## config.mk

```make
export PLATFORM = sky130hd
export DESIGN_NAME = multicycle_controller
export DESIGN_NICKNAME = d
export VERILOG_FILES = /design/src/rtl/multicycle_controller.sv
export SDC_FILE = /design/constraint.sdc
export NUM_CORES = 1
export LEC_CHECK = 0
export BUFFER_PORTS_ARGS = -buffer_cell sky130_fd_sc_hd__buf_4
export CORE_UTILIZATION = 57
export CTS_BUF_LIST = sky130_fd_sc_hd__clkbuf_8
export CTS_CLUSTER_DIAMETER = 150
export DETAILED_ROUTE_END_ITERATION = 16
export GPL_TIMING_DRIVEN = 0
export PLACE_DENSITY = 0.88
export SLEW_MARGIN = 20
export SYNTH_ARGS = -nofsm -noshare
export SYNTH_HDL_FRONTEND = slang
export SYNTH_SLANG_ARGS = --single-unit
```

## constraint.sdc

```tcl
create_clock -name clk -period 2.8 [get_ports clk]
set_input_delay 0.28 -clock clk [delete_from_list [all_inputs] [get_ports clk]]
set_output_delay 0.28 -clock clk [all_outputs]
set_load 0.01 [all_outputs]
```

## src/rtl/multicycle_controller.sv

```systemverilog
// Multicycle RISC-V control unit. Sequences one instruction through
// FETCH/DECODE and an opcode-specific tail of 1-3 states, with memory
// wait-state handshaking, a memory-timeout watchdog and illegal-opcode trapping.
module multicycle_controller #(
  parameter bit          ENABLE_JALR     = 1'b1,
  parameter bit          ENABLE_LUI      = 1'b1,
  parameter bit          HALT_ON_ILLEGAL = 1'b1,
  parameter int unsigned MEM_TIMEOUT     = 16
) (
  input  logic       clk,
  input  logic       reset,
  input  logic [6:0] op,
  input  logic       branch_cond,
  input  logic       mem_ready,
  output logic       mem_req,
  output logic       pc_write,
  output logic       adr_src,
  output logic       mem_write,
  output logic       ir_write,
  output logic [1:0] result_src,
  output logic [1:0] alu_src_a,
  output logic [1:0] alu_src_b,
  output logic [1:0] alu_op,
  output logic [2:0] imm_src,
  output logic       reg_write,
  output logic       instr_retire,
  output logic       halted,
  output logic [1:0] err_cause
);

  typedef enum logic [3:0] {
    S_FETCH    = 4'd0,
    S_DECODE   = 4'd1,
    S_MEMADR   = 4'd2,
    S_MEMREAD  = 4'd3,
    S_MEMWB    = 4'd4,
    S_MEMWRITE = 4'd5,
    S_EXECR    = 4'd6,
    S_ALUWB    = 4'd7,
    S_EXECI    = 4'd8,
    S_JAL      = 4'd9,
    S_BEQ      = 4'd10,
    S_JALR     = 4'd11,
    S_LUI      = 4'd12,
    S_HALT     = 4'd15
  } state_t;

  localparam logic [6:0] OP_LOAD  = 7'b0000011;
  localparam logic [6:0] OP_STORE = 7'b0100011;
  localparam logic [6:0] OP_R     = 7'b0110011;
  localparam logic [6:0] OP_I     = 7'b0010011;
  localparam logic [6:0] OP_JAL   = 7'b1101111;
  localparam logic [6:0] OP_BR    = 7'b1100011;
  localparam logic [6:0] OP_JALR  = 7'b1100111;
  localparam logic [6:0] OP_LUI   = 7'b0110111;

  localparam logic [1:0] ERR_NONE    = 2'b00;
  localparam logic [1:0] ERR_ILLEGAL = 2'b01;
  localparam logic [1:0] ERR_TIMEOUT = 2'b10;

  // The watchdog counter only has to reach MEM_TIMEOUT-1.
  localparam int unsigned      CNT_W   = (MEM_TIMEOUT > 1) ? $clog2(MEM_TIMEOUT) : 1;
  localparam logic [CNT_W-1:0] CNT_MAX = CNT_W'((MEM_TIMEOUT > 0) ? MEM_TIMEOUT - 1 : 0);
  localparam bit               WD_EN   = (MEM_TIMEOUT > 0);

  state_t           state, state_next;
  logic [CNT_W-1:0] wait_cnt, wait_cnt_next;
  logic [1:0]       err_next;
  logic             pc_update, branch, illegal, wait_state, timeout;

  // State, watchdog counter and sticky error cause; synchronous reset.
  // NOTE: sequential state uses non-blocking assignments so every register
  // samples the pre-edge values computed by the combinational block.
  always_ff @(posedge clk) begin
    if (reset) begin
      state     <= S_FETCH;
      wait_cnt  <= '0;
      err_cause <= ERR_NONE;
    end else begin
      state     <= state_next;
      wait_cnt  <= wait_cnt_next;
      err_cause <= err_next;
    end
  end

  // Next-state and control outputs for the current state.
  always_comb begin
    // NOTE: every output gets a default before the case so no path leaves a
    // signal unassigned, which would otherwise infer a latch.
    state_next   = state;
    mem_req      = 1'b0;
    adr_src      = 1'b0;
    mem_write    = 1'b0;
    ir_write     = 1'b0;
    result_src   = 2'b00;
    alu_src_a    = 2'b00;
    alu_src_b    = 2'b00;
    alu_op       = 2'b00;
    reg_write    = 1'b0;
    instr_retire = 1'b0;
    halted       = 1'b0;
    pc_update    = 1'b0;
    branch       = 1'b0;
    illegal      = 1'b0;

    wait_state = (state == S_FETCH) || (state == S_MEMREAD) || (state == S_MEMWRITE);
    timeout    = WD_EN && wait_state && !mem_ready && (wait_cnt == CNT_MAX);

    unique case (state)
      S_FETCH: begin
        mem_req    = 1'b1;
        alu_src_b  = 2'b10;
        result_src = 2'b10;
        ir_write   = mem_ready;
        pc_update  = mem_ready;
        if (mem_ready) state_next = S_DECODE;
      end
      S_DECODE: begin
        // ALUOut <- OldPC + imm: the branch/JAL target.
        alu_src_a = 2'b01;
        alu_src_b = 2'b01;
        case (op)
          OP_LOAD, OP_STORE: state_next = S_MEMADR;
          OP_R:              state_next = S_EXECR;
          OP_I:              state_next = S_EXECI;
          OP_JAL:            state_next = S_JAL;
          OP_BR:             state_next = S_BEQ;
          OP_JALR: if (ENABLE_JALR) state_next = S_JALR; else illegal = 1'b1;
          OP_LUI:  if (ENABLE_LUI)  state_next = S_LUI;  else illegal = 1'b1;
          default:           illegal    = 1'b1;
        endcase
        if (illegal) state_next = HALT_ON_ILLEGAL ? S_HALT : S_FETCH;
      end
      S_MEMADR: begin
        alu_src_a  = 2'b10;
        alu_src_b  = 2'b01;
        state_next = op[5] ? S_MEMWRITE : S_MEMREAD;
      end
      S_MEMREAD: begin
        mem_req = 1'b1;
        adr_src = 1'b1;
        if (mem_ready) state_next = S_MEMWB;
      end
      S_MEMWB: begin
        result_src   = 2'b01;
        reg_write    = 1'b1;
        instr_retire = 1'b1;
        state_next   = S_FETCH;
      end
      S_MEMWRITE: begin
        mem_req      = 1'b1;
        adr_src      = 1'b1;
        mem_write    = 1'b1;
        instr_retire = mem_ready;
        if (mem_ready) state_next = S_FETCH;
      end
      S_EXECR: begin
        alu_src_a  = 2'b10;
        alu_op     = 2'b10;
        state_next = S_ALUWB;
      end
      S_EXECI: begin
        alu_src_a  = 2'b10;
        alu_src_b  = 2'b01;
        alu_op     = 2'b10;
        state_next = S_ALUWB;
      end
      S_ALUWB: begin
        reg_write    = 1'b1;
        instr_retire = 1'b1;
        state_next   = S_FETCH;
      end
      S_JAL: begin
        // PC <- ALUOut while the ALU forms the link value OldPC + 4.
        alu_src_a  = 2'b01;
        alu_src_b  = 2'b10;
        pc_update  = 1'b1;
        state_next = S_ALUWB;
      end
      S_BEQ: begin
        alu_src_a    = 2'b10;
        alu_op       = 2'b01;
        branch       = 1'b1;
        instr_retire = 1'b1;
        state_next   = S_FETCH;
      end
      S_JALR: begin
        // ALUOut <- rs1 + imm, then reuse the JAL state to jump and link.
        alu_src_a  = 2'b10;
        alu_src_b  = 2'b01;
        state_next = S_JAL;
      end
      S_LUI: begin
        alu_src_a  = 2'b11;
        alu_src_b  = 2'b01;
        state_next = S_ALUWB;
      end
      S_HALT: begin
        halted = 1'b1;
      end
      default: state_next = S_FETCH;
    endcase

    if (timeout) state_next = S_HALT;

    pc_write = pc_update | (branch & branch_cond);

    // Counter runs only while a wait state is stalled on memory.
    wait_cnt_next = (wait_state && !mem_ready && (state_next == state)) ? wait_cnt + 1'b1 : '0;

    // First error wins and sticks until reset.
    err_next = err_cause;
    if (err_cause == ERR_NONE) begin
      if (illegal)      err_next = ERR_ILLEGAL;
      else if (timeout) err_next = ERR_TIMEOUT;
    end

    if (reset) begin
      mem_req      = 1'b0;
      pc_write     = 1'b0;
      ir_write     = 1'b0;
      mem_write    = 1'b0;
      reg_write    = 1'b0;
      instr_retire = 1'b0;
      halted       = 1'b0;
    end
  end

  // Immediate format selected directly from the opcode.
  always_comb begin
    case (op)
      OP_STORE: imm_src = 3'b001;
      OP_BR:    imm_src = 3'b010;
      OP_JAL:   imm_src = 3'b011;
      OP_LUI:   imm_src = 3'b100;
      default:  imm_src = 3'b000;
    endcase
  end

endmodule
```

==> impl_metrics.py <==
metrics = {
    "setup_path": {
        "cp_data_arrival_time_ps": 2030,
        "critPathSlowestCell": "sky130_fd_sc_hd__dfxtp_1",
        "critical_path.cell_chain": "clkbuf_1 -> buf_1 -> nand3b_1 -> nor2_1 -> a21oi_1 -> nor2_1 -> buf_4",
        "cp_num_buf_inv": 3,
        "required_ps": 2520,
        "critical_path.reg2reg.startpoint": "state[3]",
        "regToRegEndpoint": "state[1]",
        "worstSetupStartpointType": "flop",
        "cp-end-kind": "output port",
        "reg2reg_depth": 5,
        "ff2ff_setup_slack_ps": 980,
        "slowest_delay_ps": 440,
        "crit_fanout": 10,
        "timing.critical_path.mode_cell": "sky130_fd_sc_hd__nor2_1",
        "timing.setup.critical_path_class": "flop to output port",
        "cpLargestDelayFamily": "buffers and inverters",
    },
    "pwr": {
        "post_layout_total_power_w": 0.00120,
        "power_density_nw_per_um2": 913,
        "p_leak_nw": 0.518,
        "worst_ir_drop_vdd_v": 0.000793,
    },
    "die": {
        "chipHeight_um": 44.5,
        "core_region_area_sq_um": 1590,
        "boundaryPins": 32,
        "num_rows": 14,
        "initial_utilization": 0.644,
        "die_width_um": 44.5,
        "fp.dieArea_sq_um": 1980,
    },
    "sta": {
        "setup_viol_count_final": 0,
        "maxClockFrequency_mhz": 432,
        "fin_setup_tns_ps": 0,
        "report.final.hold_viol_count": 0,
        "maximum_clock_skew_at_final_layout_ps": 3.53,
        "max_slew_vio_count": 0,
        "worstMarginPinSlew_ps": 597,
        "grt_setup_unrepaired": "false",
        "tightest_slew_margin_relative_to_the_limit": 0.601,
        "post-route-period-util": 0.826,
        "post-route-min-period_ps": 2310,
        "final.hold.worst_slack_ps": 381,
    },
    "global_route": {
        "first_global_vias": 1110,
        "grt_max_degree": 11,
        "grt_overall_usage": 0.359,
        "antenna_found_initial": 0,
        "gr-total-overflow": 0,
        "grt_first_pass_wirelength_mm": 5.31,
    },
    "place": {
        "detailed_place_hpwl_mm": 2.10,
        "gp_routability_congestion": 0.880,
        "place.port_buffers": 29,
    },
    "clock_tree": {
        "htree_num_levels": 1,
        "worst_setup_hold_path_clk_slew_ps": 50,
        "postCtsSetupBuffers": 0,
        "postCtsResizedCells": 0,
        "cts_buffers": 3,
        "cts-hold-fix-buffers": 0,
        "cts_tree": "yes",
        "clkSinkCount": 10,
        "cts-root-buf": "sky130_fd_sc_hd__clkbuf_8",
        "clock_path_buffers": 2,
        "clock_latency_ps": 230,
    },
    "routing": {
        "drc": 0,
        "route.detailed.vias_per_inst": 6.13,
        "post_drt_wl_per_cell_um": 15.6,
        "dr.pass1.iters": 4,
        "drt_iter0_drc": 75,
        "ant_nets": 0,
        "routed_wirelength_mm": 3.10,
        "num_vias": 1219,
    },
    "cells_and_area": {
        "fillers": 107,
        "layout-area-overhead-vs-synth_pct": 28.1,
        "drive_above_1_share": 0.223,
        "final_core_util": 0.826,
        "insertedDiodeCount": 0,
        "final_nets": 189,
    },
    "synth": {
        "gate_count_after_technology_mapping": 143,
        "synth.cell_area_sq_um": 1030,
        "synth_warnings": 0,
        "seq_total_area_yosys": 0.195,
        "seq_cells_post_synth": 10,
        "synthesis.area_per_instance_sq_um": 7.18,
        "primary_ff_master_synth": "sky130_fd_sc_hd__dfxtp_1",
        "synth_area_leader_cell": "sky130_fd_sc_hd__dfxtp_1",
        "synth.distinct_cells": 45,
        "synth_async_sr_flop_share": 0,
        "synth_edf_count": 0,
        "largest_cells_by_area_after_synthesis": "sky130_fd_sc_hd__dfxtp_1 (19%), sky130_fd_sc_hd__nor2_1 (6.6%), sky130_fd_sc_hd__a21oi_1 (4.9%)",
        "netlist.area_leader.share": 0.195,
        "mappedNetlistNets": 155,
    },
    "worst_hold_path": {
        "hp-start": "reset",
        "worstHoldPathType": "input port to flop",
        "hold-path-cell-count": 4,
        "min_to": "wait_cnt[1]",
    },
    "run_status": {
        "outcome": "complete, no violations",
    },
    "flow_run": {
        "maxCapViolCount": 0,
    },
}
[cell families after synthesis]
kind of cell / share of synthesized area
DFF: 0.195
and+or+nand+nor: 0.389
muxes: 0.00974
xor gates and xnor gates: 0.0512
AOI/OAI and AO/OA: 0.275
buffers and inverters: 0.0682
adders and majority gates: 0.0122
[stage by stage]
step / instance area, sq um / setup WS [ps] / cells
3_3_place_gp: 1270 / 804 / 196
4_1_cts: 1320 / 510 / 199
3_5_place_dp: 1270 / 784 / 196
2_1_floorplan: 1030 / 927 / 143
5_1_grt: 1320 / 275 / 199
6_report: 1320 / 488 / 199
[worst max path at each step]
| stage | startpoint | to | slack (ps) | cells after the start |
|---|---|---|---|---|
| final | state[3] | instr_retire | 490 | 7 |
| after global placement | state[3] | instr_retire | 800 | 7 |
| after CTS | state[3] | instr_retire | 510 | 7 |
| after global routing | state[3] | instr_retire | 280 | 7 |
| after floorplan | state[0] | pc_write | 930 | 4 |
| after detailed placement | state[3] | instr_retire | 780 | 7 |
[state kept, by name, summed over array words and instances (netlist names)]
name	count
err_cause	2
wait_cnt	4
state	4
[worst min-delay path, delay by kind of cell]
kind / cells / cell delay [ps]
buf+inv: 1 / 100
simple gates: 2 / 120
compound gates: 1 / 60
[cell usage after synthesis (2+ instances only)]
| library cell | instances |
|---|---|
| sky130_fd_sc_hd__nor2_1 | 18 |
| sky130_fd_sc_hd__clkbuf_1 | 11 |
| sky130_fd_sc_hd__a21oi_1 | 10 |
| sky130_fd_sc_hd__dfxtp_1 | 10 |
| sky130_fd_sc_hd__nand2_1 | 8 |
| sky130_fd_sc_hd__o21ai_0 | 7 |
| sky130_fd_sc_hd__nor2b_1 | 6 |
| sky130_fd_sc_hd__nand3_1 | 5 |
| sky130_fd_sc_hd__inv_1 | 4 |
| sky130_fd_sc_hd__nor3_1 | 4 |
| sky130_fd_sc_hd__nor3b_1 | 4 |
| sky130_fd_sc_hd__a31oi_1 | 3 |
| sky130_fd_sc_hd__and3b_1 | 3 |
| sky130_fd_sc_hd__nand4b_1 | 3 |
| sky130_fd_sc_hd__nor4b_2 | 3 |
| sky130_fd_sc_hd__or3_1 | 3 |
| sky130_fd_sc_hd__xnor2_1 | 3 |
| sky130_fd_sc_hd__xor2_1 | 3 |
| sky130_fd_sc_hd__a211oi_1 | 2 |
| sky130_fd_sc_hd__a221o_1 | 2 |
| sky130_fd_sc_hd__a311oi_1 | 2 |
| sky130_fd_sc_hd__and2_1 | 2 |
| sky130_fd_sc_hd__buf_2 | 2 |
| sky130_fd_sc_hd__nand2b_1 | 2 |
| sky130_fd_sc_hd__nand3b_1 | 2 |
| sky130_fd_sc_hd__o221ai_1 | 2 |
[layer usage]
layer  global-route usage  share of wire
met2                0.571           0.47
met3               0.0653          0.078
met5                    0              0
met4                0.152          0.012
met1                0.475           0.44
[placed cells by master, fill, tap and decap left out, drive strengths merged, types with 4 or more instances in the layout]
master / count
nor2b: 6
nor3b: 4
nand2: 8
buf: 32
nand3: 5
inv: 4
nor3: 4
a21oi: 10
dfxtp: 10
o21ai: 7
clkbuf: 14
nor2: 18
[layout make-up]
class,instances,area [sq um],area share
clock buffers,3,41.3,0.0314
repair buffers,29,218,0.165
inverters,4,15.0,0.0114
well taps,24,30.0,0.0228
plain buffers,14,55.1,0.0418
multi-input cells,115,757,0.575
flip-flops and latches,10,200,0.152
[where the power goes]
part | total (W) | switching, W | internal, W
clock network | 0.000143 | 0.0000498 | 0.0000936
logic | 0.000844 | 0.000470 | 0.000373
registers | 0.000215 | 0.0000368 | 0.000178
No activity file was read; power rests on OpenSTA's default activity.
